`src/rtl/sg90_pwm_capture.sv`:
```
// Servo-style PWM decoder: measures high time and frame length in prescaled ticks
// and reports the pulse width as an 8-bit angle once a complete frame is legal.
module sg90_pwm_capture #(
   parameter int CLK_DIV    = 556,
   parameter int WIDTH_MIN  = 45,
   parameter int WIDTH_MAX  = 225,
   parameter int PERIOD_MIN = 1600,
   parameter int PERIOD_MAX = 2000,
   parameter int TIMEOUT    = 3600
) (
   input  logic        clk,
   input  logic        nrst,
   input  logic        pwm_in,
   output logic [7:0]  angle,
   output logic        angle_valid,
   output logic        locked,
   output logic [15:0] period,
   output logic        err
);

   localparam logic [1:0] ST_IDLE = 2'd0;
   localparam logic [1:0] ST_HIGH = 2'd1;
   localparam logic [1:0] ST_LOW  = 2'd2;

   localparam logic [15:0] DIV_LAST   = 16'(CLK_DIV - 1);
   localparam logic [15:0] W_MIN      = 16'(WIDTH_MIN);
   localparam logic [15:0] W_MAX      = 16'(WIDTH_MAX);
   localparam logic [15:0] P_MIN      = 16'(PERIOD_MIN);
   localparam logic [15:0] P_MAX      = 16'(PERIOD_MAX);
   localparam logic [15:0] TO_LAST    = 16'(TIMEOUT - 1);
   localparam logic [15:0] CNT_SAT    = 16'hFFFF;

   logic        s1_q, s2_q, prev_q;
   logic [15:0] presc_q, presc_d;
   logic [15:0] frame_cnt_q, frame_cnt_d;
   logic [15:0] width_cap_q, width_cap_d;
   logic [1:0]  state_q, state_d;
   logic [7:0]  angle_q, angle_d;
   logic        angle_valid_q, angle_valid_d;
   logic        locked_q, locked_d;
   logic [15:0] period_q, period_d;
   logic        err_q, err_d;

   logic        rise, fall, tick, timeout_hit, legal;
   logic [15:0] meas;

   always_comb begin
      rise = s2_q & ~prev_q;
      fall = ~s2_q & prev_q;
      tick = (presc_q == DIV_LAST);

      // meas includes a tick completing on this very edge, so a measurement
      // over N clocks is floor(N / CLK_DIV) even when an edge lands on a tick.
      meas = frame_cnt_q;
      if (tick && (frame_cnt_q != CNT_SAT)) begin
         meas = frame_cnt_q + 16'd1;
      end

      presc_d     = (rise || tick) ? 16'd0 : presc_q + 16'd1;
      frame_cnt_d = rise ? 16'd0 : meas;

      timeout_hit = tick && (frame_cnt_q == TO_LAST) && (state_q != ST_IDLE);
      legal = (width_cap_q >= W_MIN) && (width_cap_q <= W_MAX) &&
              (meas >= P_MIN) && (meas <= P_MAX);

      state_d       = state_q;
      width_cap_d   = width_cap_q;
      angle_d       = angle_q;
      period_d      = period_q;
      locked_d      = locked_q;
      angle_valid_d = 1'b0;
      err_d         = 1'b0;

      case (state_q)
         ST_IDLE: begin
            if (rise) begin
               state_d = ST_HIGH;
            end
         end
         ST_HIGH: begin
            if (fall) begin
               state_d     = ST_LOW;
               width_cap_d = meas;
            end else if (timeout_hit) begin
               state_d  = ST_IDLE;
               locked_d = 1'b0;
            end
         end
         ST_LOW: begin
            if (rise) begin
               state_d = ST_HIGH;
               if (legal) begin
                  angle_d       = 8'(width_cap_q - W_MIN);
                  period_d      = meas;
                  angle_valid_d = 1'b1;
                  locked_d      = 1'b1;
               end else begin
                  err_d = 1'b1;
               end
            end else if (timeout_hit) begin
               state_d  = ST_IDLE;
               locked_d = 1'b0;
            end
         end
         default: begin
            state_d = ST_IDLE;
         end
      endcase
   end

   always_ff @(posedge clk or negedge nrst) begin
      if (!nrst) begin
         s1_q          <= 1'b0;
         s2_q          <= 1'b0;
         prev_q        <= 1'b0;
         presc_q       <= 16'd0;
         frame_cnt_q   <= 16'd0;
         width_cap_q   <= 16'd0;
         state_q       <= ST_IDLE;
         angle_q       <= 8'd0;
         angle_valid_q <= 1'b0;
         locked_q      <= 1'b0;
         period_q      <= 16'd0;
         err_q         <= 1'b0;
      end else begin
         s1_q          <= pwm_in;
         s2_q          <= s1_q;
         prev_q        <= s2_q;
         presc_q       <= presc_d;
         frame_cnt_q   <= frame_cnt_d;
         width_cap_q   <= width_cap_d;
         state_q       <= state_d;
         angle_q       <= angle_d;
         angle_valid_q <= angle_valid_d;
         locked_q      <= locked_d;
         period_q      <= period_d;
         err_q         <= err_d;
      end
   end

   assign angle       = angle_q;
   assign angle_valid = angle_valid_q;
   assign locked      = locked_q;
   assign period      = period_q;
   assign err         = err_q;

endmodule

```
`config.mk`:
```
export PLATFORM = sky130hd
export DESIGN_NAME = sg90_pwm_capture
export DESIGN_NICKNAME = d
export VERILOG_FILES = /design/src/rtl/sg90_pwm_capture.sv
export SDC_FILE = /design/constraint.sdc
export NUM_CORES = 1
export LEC_CHECK = 0
export CELL_PAD_IN_SITES_DETAIL_PLACEMENT = 0
export CELL_PAD_IN_SITES_GLOBAL_PLACEMENT = 1
export CORE_MARGIN = 2
export CORE_UTILIZATION = 41
export CTS_CLUSTER_DIAMETER = 80
export DETAILED_ROUTE_END_ITERATION = 16
export HOLD_SLACK_MARGIN = 0.08
export PLACE_DENSITY_LB_ADDON = 0.3
export SETUP_SLACK_MARGIN = 0.5
export SYNTH_ARGS = -nofsm -noshare
export SYNTH_HDL_FRONTEND = slang
export SYNTH_SLANG_ARGS = --single-unit
```
`constraint.sdc`:
```
create_clock -name clk -period 3.4 [get_ports clk]
set_clock_uncertainty 0.1 [all_clocks]
set_input_delay 0.34 -clock clk [delete_from_list [all_inputs] [get_ports clk]]
set_output_delay 0.34 -clock clk [all_outputs]
set_load 0.01 [all_outputs]
```
Word level (Yosys, flattened, before mapping):

Cells that the tools add are included.

* bits in registers: 80
* latch bits: 0
* memory bits (writable): 0
* ROM bits: 0
* input bits: 3
* output and inout bits: 27
* word-level logic and storage cells: 63
* memories: 0

* add/sub/neg operators: 3
* $mul: 0
* div/mod/pow operators: 0
* order comparisons: 4
* equal/unequal tests: 8
* shift operators: 0
* muxes and demuxes: 19
* bitwise gates (word level): 4
* reductions and logical operators: 13

Operators with widths (number)
* $mux 16: 3
* $add 16x1->16 const B: 2
* $eq 16x10->1 const B: 1
* $eq 16x12->1 const B: 1
* $ge 16x11->1 const B: 1
* $ge 16x6->1 const B: 1
* $le 16x11->1 const B: 1
* $le 16x8->1 const B: 1
* $ne 16x16->1 const B: 1
* $mux 1: 10
* $mux 2: 4
* $sub 8x6->8 const B: 1
* $logic_and 1x1->1: 6
* $pmux 2 s3: 1
* $reduce_and 3->1: 2
* $ne 2x2->1 const B: 2
* $reduce_bool 2->1: 2
* $ne 3x3->1 const B: 1
* $and 1x1->1: 2
* $eq 2x1->1 const B: 1
* $eq 2x2->1 const B: 1
* $logic_not 2->1: 1
* $not 1->1: 2
* $pmux 1 s2: 1
* other kinds (2): 2

Longest topological paths before layout:

Gate-level depths: netlist of run 1.

* depth after elaboration: 9
* depth in mapped cells: 11
* depth with buffers taken out: 9

Worst setup path before layout of run 1:

Ideal clock, no wire load.

* path kind: reg-to-reg
* start: register frame_cnt_q[0]
* end: register angle_q[5] (netlist: angle[5])
* arrival time: 3078 ps
* required time: 3173 ps
* slack: 95 ps
* stages on the path, launching flop included: 11
* path buffers: 1
* period minus slack after synthesis: 3305 ps
* cells stage by stage: dfrtp_1 -> ha_1 -> nand3_2 -> or4_4 -> o211ai_4 -> mux2_2 -> nor2_1 -> nor4b_2 -> nor4b_4 -> buf_6 -> mux2_1

* word-level cells in the longest chain between the ends: 7
* elaborated cells between the ends (all ways): 9
* those cells by class: add/sub: 1; order compare: 2; eq/ne: 1; mux: 1; reduce/logical: 4

Ends and longest elaborated chain
* start: declaration: line 35 `logic [15:0] frame_cnt_q, frame_cnt_d;`
* start signal: assignment: line 130 `frame_cnt_q <= frame_cnt_d;`
* branches (longest 2 deep; another with $add 16x1->16)
* $mux 16 *: line 55 `if (tick && (frame_cnt_q != CNT_SAT)) begin`
* $ge 16x11->1: line 64 `(meas >= P_MIN) && (meas <= P_MAX);`
* $logic_and 1x1->1: line 63 `legal = (width_cap_q >= W_MIN) && (width_cap_q <= W_MAX) &&`
* $logic_and 1x1->1 *: line 64
* $reduce_and 3->1 (no line) *
* end signal: assignment: line 133 `angle_q <= angle_d;`
* end: declaration: line 38 `logic [7:0] angle_q, angle_d;`

Every way passes the cells marked *.
A chain may end at the register's enable or synchronous reset.

Worst setup path in the final report of run 1:

* start: register frame_cnt_q[0]
* end: register angle_q[2] (netlist: angle[2])

Same word-level chain as after synthesis.

==> results by stage, run 1 <==
Outcome:
- The run finished with clean final reports.

Synthesis:
- The main combinational cell family by area after synthesis is simple AND/OR/NAND/NOR gates.
- The portion of synthesized area spent on multiplexers is 0.0583.
- The share of synthesized area in the top cell type comes to 0.507.
- The synthesis warning total is 0.
- The gate count of the mapped netlist is between 300 and 400.
- By area the synthesized netlist is led by dfrtp_1 51%, nor2_1 5.7%, xnor2_1 4.0%.
- The most used flip-flop cell after synthesis is dfrtp_1.
- The post-synthesis compound-gate area fraction came to 0.0732.
- The post-synthesis net count is 397.
- The synthesized area is 0.00395 mm2.
- The share of the Yosys chip area taken by registers is 0.507.
- The number of enable-type register cells in the synthesized netlist is 0.
- The async set or reset register ratio after synthesis is 1.00.
- A synthesized cell averages 10.1 um2.
- Of the total synthesized cell area, the portion taken by AND, OR, NAND and NOR gates is 0.229.
- Of the total synthesized cell area, the portion taken by full adders, half adders and majority gates is 0.0127.
- The xor and xnor area share after synthesis is 0.0776.
- The largest area contributor in the netlist is dfrtp_1.
- The count of different cell masters after synthesis is 54.
- Synthesis inferred 80 register bits.

CTS:
- After clock tree synthesis, the clock-pin slew on the worst setup and hold paths is 0.08 ns.
- In this run the deepest clock path goes through 2 buffers.
- The later pin in the worst-skew pair is clocked with a latency of 0.36 ns.
- The number of buffers added by the clock tree synthesis step is 9.
- Clock tree synthesis selected as its root buffer the cell clkbuf_8.
- The total number of H-tree levels is 3.
- The clock drives 80 sinks.
- The TritonCTS clock tree is built.

Cells and area:
- The finished layout cell area is between 0.005 and 0.006 mm2.
- Leaving out fill and tap cells, the most frequent cell in the layout is dfrtp_1.
- For this run, the post-layout net count is around 470.
- The share of layout cells above drive strength 1 is 0.245.
- In the layout the commonest cells are 75 x dfrtp_1, 59 x nor2_1, 45 x buf_4, 28 x clkdlybuf4s50_1, 21 x nand2_1.
- Compared with the post-synthesis result, the final layout area differs by 31.7%.
- The end-of-flow core utilization is 0.560.
- The layout has a little over 800 filler cells.
- The total inserted antenna cells is 0.

Die:
- The count of standard-cell rows is 35.
- The starting density of the core is 0.425.
- The core outline area is ~0.0093 mm2.
- The die area is 0.0104 mm2.
- The die extent in y is roughly 100 um.
- From left edge to right edge, the die measures slightly above 100 um.
- Pin placement for this block handled 30 I/O pins.

Detailed routing:
- The initial DRC count is 163.
- The post-detailed-route count of antenna-violating nets is 0.
- The routed wirelength normalized by instance count is around 16 um.
- The detailed-route DRC error count is 0.
- The pre-antenna-repair detailed-routing pass consisted of 4 iterations.
- The via-per-instance ratio is 5.10.
- The final routed wirelength across all metal layers is 9360 um.
- The final route contains between 3,000 and 4,000 vias.

Setup path:
- The worst setup path is of the flop to flop kind.
- The nature of the critical path startpoint is a flop.
- At the worst endpoint, the required time is 3.54 ns.
- In this run the worst path has a maximum fanout of 6.
- STA classifies the critical path endpoint as a flop.
- For the worst setup path, the data arrival time is 3.26 ns.

STA:
- Setup repair after global routing could not meet its margin everywhere.
- The max-slew violation count is 0.
- The achievable frequency is 0.320 GHz.
- Dividing the final minimum period by the clock period gives 0.918.
- The count of endpoints failing hold in the final timing report is 0.
- The slew at the pin closest to its max-slew limit is ~0.55 ns.
- Setup violations remaining at the end of the flow were counted as 0.
- Summed over all failing endpoints, the final setup total negative slack is 0 ns.
- Headroom to the max-slew limit came out at 0.630.
- The final worst-path setup slack is about 0.28 ns.
- The shortest period the worst path allows is 3.12 ns.

GRT:
- The number of antenna violations at the first check in global routing is 0.
- The via count of the first global-routing pass was 2,990.
- The global-route total usage across every layer is 0.195.
- The pin count of the biggest net entering global routing is 35.
- The first-pass GRT wire length is 15,400 um.
- The final global-route overflow total is 0.

Flow run:
- The number of maximum-capacitance violations is 0.

Placed design:
- The post-place setup slack is 0.00172 ns.
- Detailed placement finished with a half-perimeter wire length of roughly 6200 um.
- The number of buffers inserted by port buffering is 29.
- The instance area at placement is about 0.0046 mm2.
- The placer's final routability congestion estimate is about 0.9.

Power:
- The largest vdd supply drop is 0.000236 V.
- The total power draw is 2240 uW.
- The analysis attributes to cell leakage a power of 0.00221 uW.
- In this run the power density over the cells is 430 mW/mm2.

Worst hold path:
- The worst hold path belongs to the class flop to flop.
## state kept, by name, summed over array words and instances (netlist names)
| signal | cells |
|---|---|
| state_q | 2 |
| period | 16 |
| angle_valid | 1 |
| frame_cnt_q | 16 |
| angle | 8 |
| err | 1 |
| s1_q | 1 |
| width_cap_q | 16 |
| locked | 1 |
| prev_q | 1 |
| presc_q | 16 |
| s2_q | 1 |
## routing by layer
layer	GRT usage	vias up	share of wire	wire, um
met5	0	-	0	0
met1	0.260	1465	0.46	4340
li1	-	1500	-	-
met2	0.311	66	0.48	4480
met4	0.0708	0	0.021	193
met3	0.0451	17	0.037	351
## cells in the mapped netlist (2+ instances only)
cell and n:
nor4bb_1 2, mux2_1 2, buf_6 3, nand2_1 21
o21ai_0 8, mux2i_1 14, nand4_1 8, a21oi_1 19
clkbuf_1 7, a31oi_1 3, nor2_1 60, xnor2_1 18
inv_1 15, nor4b_1 2, nor3_1 11, nor2b_1 6
nand2b_1 2, mux2_2 6, and4_1 4, or2_2 5
nor4_1 11, nand3_1 17, and2_1 2, dfrtp_1 80
nand3b_1 2, buf_2 7, and3_1 6, nor3b_1 2
ha_1 4, xor2_1 17, or3_1 3
## area by class of cell
| class | count | area, um2 | area share |
|---|---|---|---|
| clock buffer | 13 | 169 | 0.0325 |
| sequential | 80 | 2010 | 0.386 |
| tap | 129 | 161 | 0.0310 |
| multi-input combinational | 276 | 2020 | 0.389 |
| timing repair buffer | 82 | 764 | 0.147 |
| inverter | 16 | 60.1 | 0.0115 |
| clock inverter | 2 | 13.8 | 0.00265 |
## report_power, final
group,switching (uW),internal [uW],leakage (uW)
combinational,198,193,0.00105
sequential,129,1070,0.00106
clock,329,322,0.0000955
## worst paths after layout
path,startpoint,endpoint,slack [ns],cells past startpoint
max in group asynchronous,nrst,width_cap_q[6],2.09,3
min reg2reg,s1_q,s2_q,0.27,0
max reg2reg,frame_cnt_q[0],angle[2],0.28,12
max,frame_cnt_q[0],angle[2],0.28,12
min in group asynchronous,nrst,presc_q[13],0.33,2
min,s1_q,s2_q,0.27,0
## stage by stage
step / cells / hold slack [ns]
finish: 598 / 0.269
global route: 598 / 0.288
detailed placement: 555 / 0.180
CTS: 592 / 0.274
floorplan: 390 / -0.0556
global placement: 555 / 0.179
## worst max-delay path, cell delays in order, from the launching register on
cell     delay, ns
dfrtp_2       0.39
ha_4          0.15
buf_4         0.12
and3_1        0.35
nor2_1        0.17
o41ai_1       0.49
o31ai_4       0.15
o21ai_2       0.11
nor4b_4       0.08
nor4b_4       0.32
buf_12        0.16
buf_8         0.12
mux2_4        0.30
## what timing repair did
item | CTS | global route
setup endpoints to repair | 27 | 26
hold buffers | 1 | 0
buffers inserted | 19 | 6
resized for setup | 38 | 8
gates cloned | 2 | 0
pin swaps | 12 | 8
endpoints found under the hold margin | 27 | 0
## logic make-up (layout without fill, tap and decap cells)
logic type                 Yosys count  in the layout
and+or+nand+nor                    170            170
xor gates and xnor gates            35             35
adders and majority gates            4              4
muxes                               22             22
buffers and inverters               35            113
AOI/OAI and AO/OA                   44             45
DFF                                 80             80
No activity file was read; power rests on OpenSTA's default activity.
==> inputs of run 2 (changes only) <==
ABC_AREA = 0   (was default)
==> results of run 2 <==
No change in the layout: final DEF, timing and power equal those of run 1.
